`config.mk`:
```
export PLATFORM = sky130hd
export DESIGN_NAME = genera_unos_cableada
export DESIGN_NICKNAME = d
export VERILOG_FILES = /design/src/rtl/genera_unos_cableada.sv
export SDC_FILE = /design/constraint.sdc
export NUM_CORES = 1
export LEC_CHECK = 0
export BUFFER_PORTS_ARGS = -buffer_cell sky130_fd_sc_hd__buf_2
export CELL_PAD_IN_SITES_DETAIL_PLACEMENT = 0
export CELL_PAD_IN_SITES_GLOBAL_PLACEMENT = 1
export CORE_MARGIN = 2
export CORE_UTILIZATION = 38
export DETAILED_ROUTE_END_ITERATION = 6
export GPL_TIMING_DRIVEN = 0
export HOLD_SLACK_MARGIN = 0.08
export PLACE_DENSITY_LB_ADDON = 0.3
export SETUP_SLACK_MARGIN = 0.1
export SKIP_LAST_GASP = 1
export SYNTH_ARGS = -nofsm -noshare
export SYNTH_HDL_FRONTEND = slang
export SYNTH_SLANG_ARGS = --single-unit
```
`constraint.sdc`:
```
create_clock -name clk -period 2.5 [get_ports clk]
set_input_delay 0.5 -clock clk [delete_from_list [all_inputs] [get_ports clk]]
set_output_delay 0.5 -clock clk [all_outputs]
set_load 0.01 [all_outputs]
```
`src/rtl/genera_unos_cableada.sv`:
```
// Builds a thermometer-coded word with `cuenta` ones, one bit per clock; fin after n+1 cycles.
// Optional macro GENERA_ORDEN_MSB_EN: fill from the MSB side instead of the LSB side.
module genera_unos_cableada #(
    parameter int WIDTH = 3,
    parameter int CW    = 4
) (
    input  logic             clk,
    input  logic             reset_n,
    input  logic             start,
    input  logic [CW-1:0]    cuenta,
    output logic [WIDTH-1:0] valor,
    output logic             fin,
    output logic             ocupado,
    output logic             error
);

    typedef enum logic [1:0] {
        REPOSO   = 2'd0,
        DESPLAZA = 2'd1,
        FIN      = 2'd2
    } estado_t;

    estado_t          estado_q;
    logic [CW-1:0]    cnt_q;
    logic [WIDTH-1:0] valor_q;
    logic             fin_q;
    logic             ocupado_q;
    logic             error_q;

    logic [WIDTH-1:0] valor_d;
    logic             excede_d;
    logic [CW-1:0]    cnt_d;

`ifdef GENERA_ORDEN_MSB_EN
    assign valor_d = {1'b1, valor_q[WIDTH-1:1]};
`else
    assign valor_d = {valor_q[WIDTH-2:0], 1'b1};
`endif

    // Requests larger than the word are clamped so the run still terminates.
    assign excede_d = (cuenta > CW'(WIDTH));
    assign cnt_d    = excede_d ? CW'(WIDTH) : cuenta;

    always_ff @(posedge clk) begin
        if (!reset_n) begin
            estado_q  <= REPOSO;
            cnt_q     <= '0;
            valor_q   <= '0;
            fin_q     <= 1'b0;
            ocupado_q <= 1'b0;
            error_q   <= 1'b0;
        end else begin
            case (estado_q)
                REPOSO, FIN: begin
                    if (start) begin
                        estado_q  <= DESPLAZA;
                        cnt_q     <= cnt_d;
                        valor_q   <= '0;
                        fin_q     <= 1'b0;
                        ocupado_q <= 1'b1;
                        error_q   <= excede_d;
                    end
                end
                DESPLAZA: begin
                    if (cnt_q != '0) begin
                        valor_q <= valor_d;
                        cnt_q   <= cnt_q - CW'(1);
                    end else begin
                        estado_q  <= FIN;
                        fin_q     <= 1'b1;
                        ocupado_q <= 1'b0;
                    end
                end
                default: begin
                    estado_q  <= REPOSO;
                    cnt_q     <= '0;
                    valor_q   <= '0;
                    fin_q     <= 1'b0;
                    ocupado_q <= 1'b0;
                    error_q   <= 1'b0;
                end
            endcase
        end
    end

    assign valor   = valor_q;
    assign fin     = fin_q;
    assign ocupado = ocupado_q;
    assign error   = error_q;

endmodule

```
### Word-level counts from Yosys, hierarchy flattened

Cells that the tools add are included.

* flip-flop bits (word level): 12
* bits in latches: 0
* bits in writable memories: 0
* memory bits (read-only): 0
* input bits: 7
* word-level logic and storage cells: 38
* memories kept: 0

* add/subtract/negate cells: 1
* multiply operators: 0
* div/mod/pow operators: 0
* $lt $le $gt $ge: 1
* equal/unequal tests: 5
* shift operators: 0
* mux-type cells: 18
* bitwise gates (word level): 1
* reduce and logical (&&, ||, !) cells: 6

Operator list (number)
* 2-to-1 mux 4 bit: 3
* one-hot mux 4 bit (2 select lines): 1
* 2-to-1 mux 3 bit: 2
* != test 2 bit, second input constant: 3
* one-hot mux 1 bit (2 select lines): 3
* one-hot mux 3 bit (2 select lines): 1
* AND reduction 2 bit: 3
* 2-to-1 mux 1 bit: 5
* greater-than comparator 4 x 2 -> 1 bit, second input constant: 1
* 2-to-1 mux 2 bit: 2
* one-hot mux 2 bit (2 select lines): 1
* nonzero test 4 bit: 1
* subtractor 4 x 1 -> 4 bit, second input constant: 1
* == test 2 x 1 -> 1 bit, second input constant: 1
* == test 2 bit, second input constant: 1
* logical NOT 2 bit: 1
* OR reduction 2 bit: 1
* NOT 1 bit: 1

### Logic depth before layout (Yosys ltp)

Gate-level depths: netlist of run 1.

* word-level depth: 4
* depth in mapped cells: 6

### Worst setup path before layout of run 1

Ideal clock, no wire load.

* path type: register to register
* from: register cnt_q[0]
* to: register cnt_q[3]
* arrival: 1351 ps
* data required time: 2430 ps
* path slack: 1079 ps
* stages on the path, launching flop included: 7
* buffers on the path: 0
* clock period less this slack: 1421 ps
* cells stage by stage: dfxtp_1 inv_1 ha_1 or3b_4 o22ai_1 or3_1 a21oi_1

* word-level cells in the longest chain between the ends: 3

Ends and longest elaborated chain
* start: declaration: RTL line 24 `logic [CW-1:0] cnt_q;`
* start signal: assignment: RTL line 57 `cnt_q <= cnt_d;`
* start signal: assignment: RTL line 67 `cnt_q <= cnt_q - CW'(1);`
* subtractor 4 x 1 -> 4 bit / nonzero test 4 bit (equally long branches): RTL line 67, 65
* 2-to-1 mux 4 bit / != test 2 bit (equally long branches)
* one-hot mux 4 bit (2 select lines) / AND reduction 2 bit (equally long branches)

Parallel ways exist; a longest one is shown, timed or not. The select of a mux whose other input is x is not followed.
A chain may end at the register's enable or synchronous reset.

### Worst setup path in the final report of run 1

* from: register cnt_q[0]
* to: register cnt_q[1]

The elaborated chain is that of the path after synthesis.

==> results.yml, run 1 <==
timing:
  fin_tns_setup_ns: 0
  slew_headroom_pct: 85.2
  finalMaxSlewViolations: 0
  setup_viol: 0
  fin_crit_sh_pct: 61.7
  whs_ns: 0.470
  fmaxAchievable_mhz: 648
  finalCriticalPeriod_ns: 1.54
  final.setup_skew_ns: 0.00275
  rsz0062_at_grt: "false"
  hold_viol_final: 0
  worst_pin_slew_ns: 0.222
yosys:
  ys_seq_area_share_pct: 42.5
  synth_top_family_by_area: "simple AND/OR/NAND/NOR gates"
  synth_cells: 62
  synthAdderAreaFrac_pct: 2.42
  synth_compound_area_share_pct: 24.6
  synth-xor-area-share_pct: 0
  synth_edf_count: 0
  postSynthNetCount: 70
  syn_area_per_cell_um2: 8.35
  ys_ff_latch: 11
  netlist_area_um2: 518
  yosys.area_share.simple_pct: 25.4
  yosysWarnings: 0
  synthFlopType: "dfxtp_1"
  async_flop_share_pct: 0
  ys_types: 23
  synthMuxAreaShare_pct: 0
worst_setup_path:
  end_kind: "flop"
  worstSetupPathType: "flop to flop"
  start_kind: "flop"
  arrival_ns: 1.72
  critPathMaxFanout: 6
  critPathRequiredTime_ns: 2.67
clock_network:
  clkSinkCount: 11
  clk_latency_ns: 0.26
  cts_max_level: 1
  clk_path_buf_depth: 2
  clkTransAtPathRegs_ns: 0.07
  clockRootBuffer: "clkbuf_4"
  cts_buffers: 3
  cts_tree: "built"
  cts_setup_buffers: 0
  postCtsResizedCells: 0
  hold_buffers: 0
die:
  start_util_pct: 40.3
  core-area_um2: 1280
  ioPinCount: 13
  num_rows: 13
  die_w_um: 40.9
  die_area_um2: 1670
  fp.dieH_um: 40.9
detailed_routing:
  ant_nets: 0
  post_drt_wl_per_cell_um: 11.6
  remaining_drc_errors: 0
  vias: 487
  routed_wl_mm: 1.07
  drt_iter0_markers: 14
  dr.pass1.iters: 4
  vias_per_cell: 5.29
status:
  status: "finished, final reports clean"
global_routing:
  grtUsageTotal_pct: 15.7
  grt_max_degree: 11
  grt_pass1_wl_mm: 1.67
  grt_overflow: 0
  grt_pass1_vias: 395
  antenna_found_initial: 0
layout:
  post-route-util_pct: 48.1
  area_growth_pct: 19.3
  final_cell_mix: "11 x dfxtp_1, 11 x buf_2, 8 x nand2_1"
  num_antenna_cells: 0
  nets: 86
  drive_gt1_share_pct: 24.7
run:
  drv_cap: 0
place:
  port_buffers: 11
  dp.final_hpwl_um: 770
  gp_congestion: 0.700
power_and_ir_drop:
  leakagePower_nw: 0.274
  max-vdd-ir-drop_v: 0.000301
  power.density_nw_per_um2: 694
worst_hold_path:
  min_path_type: "flop to flop"
[layer usage]
metal  share of wire (%)  global-route usage [%]  wire length [um]  vias up
met5                   0                       0                 0        -
met3                 3.7                    3.26                40        2
met2                  42                    21.9               451       12
met1                  53                    20.6               565      219
li1                    -                       -                 -      254
met4                 1.3                    12.5                14        0
[synthesized netlist by cell type (all sizes together) (2+ instances only)]
master / number / area share [%]
o31ai: 2 / 2.9
buf: 2 / 2.9
inv: 3 / 2.2
o21ai: 4 / 3.9
nand2b: 2 / 2.4
nand2: 8 / 5.8
dfxtp: 11 / 43
o22ai: 3 / 3.6
nand4: 2 / 2.4
nor2: 7 / 5.1
or3: 2 / 2.4
a21oi: 5 / 4.8
[stage by stage]
stage / area, um2 / cells / power, mW / worst slack, ns
4_1_cts: 618 / 92 / 0.434 / 0.946
2_1_floorplan: 518 / 62 / 0.286 / 1.08
5_1_grt: 618 / 92 / 0.458 / 0.854
3_3_place_gp: 592 / 88 / 0.313 / 0.979
3_5_place_dp: 592 / 88 / 0.314 / 0.972
6_report: 618 / 92 / 0.429 / 0.957
[power by group]
| part | leakage (nW) | internal [mW] | switching [mW] |
|---|---|---|---|
| clock | 0.0150 | 0.0616 | 0.0564 |
| sequential | 0.0903 | 0.192 | 0.0119 |
| combinational | 0.169 | 0.0498 | 0.0572 |
[worst paths after layout]
check | from | end | slack, ns | cells after the start
worst max-delay path | cnt_q[0] | cnt_q[1] | 0.96 | 5
worst min-delay path | valor[2] | valor[2] | 0.47 | 2
worst max register to register | cnt_q[0] | cnt_q[1] | 0.96 | 5
worst min register to register | valor[2] | valor[2] | 0.47 | 2
[final cells by class]
| cell class | instances | area (um2) |
|---|---|---|
| Buffer | 2 | 15.0 |
| Sequential cell | 11 | 220 |
| Tap cell | 15 | 18.8 |
| Inverter | 3 | 11.3 |
| Fill cell | 130 | 667 |
| Clock buffer | 4 | 26.3 |
| Timing Repair Buffer | 11 | 55.1 |
| Multi-Input combinational cell | 46 | 272 |
[state kept, by name, indices dropped and copies added (netlist names)]
register	count
error	1
cnt_q	4
valor	3
ocupado	1
estado_q	2
[worst max-delay path: stages, from the launching register on]
cell     delay, ns
dfxtp_1       0.32
inv_1         0.07
ha_1          0.18
or3b_4        0.42
o22a_4        0.25
o31ai_1       0.20
[logic make-up after synthesis]
group | Yosys count
compound gates | 19
fa+ha+maj | 1
buf+inv | 5
flops | 11
simple gates | 26
Power figures use the tool's default switching activity.
==> run 2: changes to the inputs <==
Settings changed: CORE_UTILIZATION 38 to 32.
Clock period 2.5 ns to 1.27 ns, I/O delays scaled along.
==> run 2 against run 1 <==
The flow now finishes with violations (negative setup slack). Critical path depth increased by 2. Flip-flop and latch count unchanged. Sequential power rose by 100%. Cell area is 18% higher. Wire length up 21%. Clock skew rose by 0.00096 ns. Critical endpoint is now valor[2].
==> results.yml, run 2 (same netlist as run 1, synthesis figures left out) <==
worst_setup_path:
  crit_top_cell: "buf_4"
  crit_family: "simple AND/OR/NAND/NOR gates"
  end_kind: "flop"
  critPathMaxFanout: 4
  slowest_stage: "or3b_4"
  critPathRequiredTime_ns: 1.44
  worstSetupPathType: "flop to flop"
  cp_num_buf_inv: 3
  max_stage_delay_ns: 0.40
  start_kind: "flop"
  arrival_ns: 1.64
  path_cells: "inv_2 > ha_4 > or3b_4 > buf_4 > nand2_4 > buf_4 > o22ai_1"
layout:
  regMostFlops: "cnt_q"
  final_cell_mix: "11 x buf_2, 9 x buf_4, 8 x dfxtp_1"
  num_antenna_cells: 0
  nets: 93
  largest_register_ffs: 4
  drive_gt1_share_pct: 48.8
  finalNonFillerCells: 100
  area_growth_pct: 40.8
  final_area_um2: 729
  final_common_cell: "buf_2"
clock_network:
  clk_latency_ns: 0.27
  clkSinkCount: 11
  cts_buffers: 3
  cts_max_level: 1
  cts_tree: "built"
  hold_buffers: 0
  clk_path_buf_depth: 2
  clkTransAtPathRegs_ns: 0.08
  clockRootBuffer: "clkbuf_4"
detailed_routing:
  ant_nets: 0
  vias_per_cell: 5.24
  post_drt_wl_per_cell_um: 13.0
  dr.pass1.iters: 3
  vias: 524
  routed_wl_mm: 1.30
  drt_iter0_markers: 3
  remaining_drc_errors: 0
timing:
  setup_slack_ns: -0.202
  fin_tns_setup_ns: -1.46
  setup_viol: 9
  fmaxAchievable_mhz: 679
  fin_crit_sh_pct: 116
  rsz0062_at_grt: "true"
  whs_ns: 0.262
  hold_viol_final: 0
  slew_headroom_pct: 85.9
  worst_pin_slew_ns: 0.212
  final.setup_skew_ns: 0.00371
  finalCriticalPeriod_ns: 1.47
  finalMaxSlewViolations: 0
status:
  status: "finished with violations"
  violations: "negative setup slack"
global_routing:
  antenna_found_initial: 0
  grtUsageTotal_pct: 14.4
  grt_overflow: 0
  grt_max_degree: 11
  grt_pass1_vias: 501
  grt_pass1_wl_mm: 2.07
place:
  port_buffers: 11
  post-place-cells: 89
  placed_area_um2: 598
  dp.final_hpwl_um: 839
  gp_congestion: 0.750
die:
  fp.dieH_um: 44.2
  num_rows: 14
  start_util_pct: 34.4
  core-area_um2: 1510
  ioPinCount: 13
  die_area_um2: 1960
  die_w_um: 44.2
power_and_ir_drop:
  leakagePower_nw: 0.321
  power.density_nw_per_um2: 1360
  max-vdd-ir-drop_v: 0.000701
worst_hold_path:
  min_path_type: "primary input to flop"
run:
  drv_cap: 0
-- run 2: cell types whose count changed in the layout (fill, tap and decap cells not counted), sizes merged --
cell and delta:
buf +7
-- run 2: through the flow --
stage | utilization (%) | setup WS [ns] | power [mW]
2_1_floorplan | - | -0.120 | 0.568
3_3_place_gp | 39.7 | -0.219 | 0.624
3_5_place_dp | 39.7 | -0.223 | 0.624
4_1_cts | 43.9 | -0.172 | 0.914
5_1_grt | 48.4 | -0.266 | 1.05
6_report | 48.4 | -0.202 | 0.993
-- run 2: where the power goes --
part / internal (mW) / switching, mW / leakage, nW
logic: 0.173 / 0.161 / 0.214
clock network: 0.122 / 0.129 / 0.0150
registers: 0.380 / 0.0279 / 0.0912
-- run 2: repair_timing --
action | CTS | global route
setup buffers | 2 | 5
endpoints found under the hold margin | 0 | 0
pin swaps | 4 | 2
setup endpoints to repair | 9 | 11
gates resized for setup | 8 | 8
-- run 2: area by class of cell --
class	count	area (um2)
Tap cell	16	20.0
Multi-Input combinational cell	46	325
Sequential cell	11	224
Inverter	3	11.3
Buffer	2	15.0
Fill cell	161	777
Timing Repair Buffer	18	108
Clock buffer	4	26.3
-- run 2: routing by layer --
layer | wire length [um] | vias to the layer above | part of all wire [%] | global-route usage (%)
li1 | - | 264 | - | -
met1 | 612 | 251 | 47 | 16.8
met2 | 641 | 7 | 49 | 24.1
met3 | 32 | 2 | 2.5 | 2.45
met4 | 9 | 0 | 0.69 | 9.09
met5 | 0 | - | 0 | 0
-- run 2: path summary, 6_finish.rpt --
path	from	to	slack, ns	cells past startpoint
hold reg to reg	valor[2]	valor[2]	0.47	2
setup reg to reg	cnt_q[1]	valor[2]	-0.20	7
hold / removal	reset_n	estado_q[1]	0.26	2
setup / recovery	cnt_q[1]	valor[2]	-0.20	7
-- run 2: worst register-to-register path, delay by kind of cell (launching register included) --
kind	cells	cell delay, ns
AO/OA/AOI/OAI	1	0.07
adder cells (fa/ha/maj)	1	0.14
buffers and inverters	3	0.34
flip-flops	1	0.33
AND/OR/NAND/NOR	2	0.49
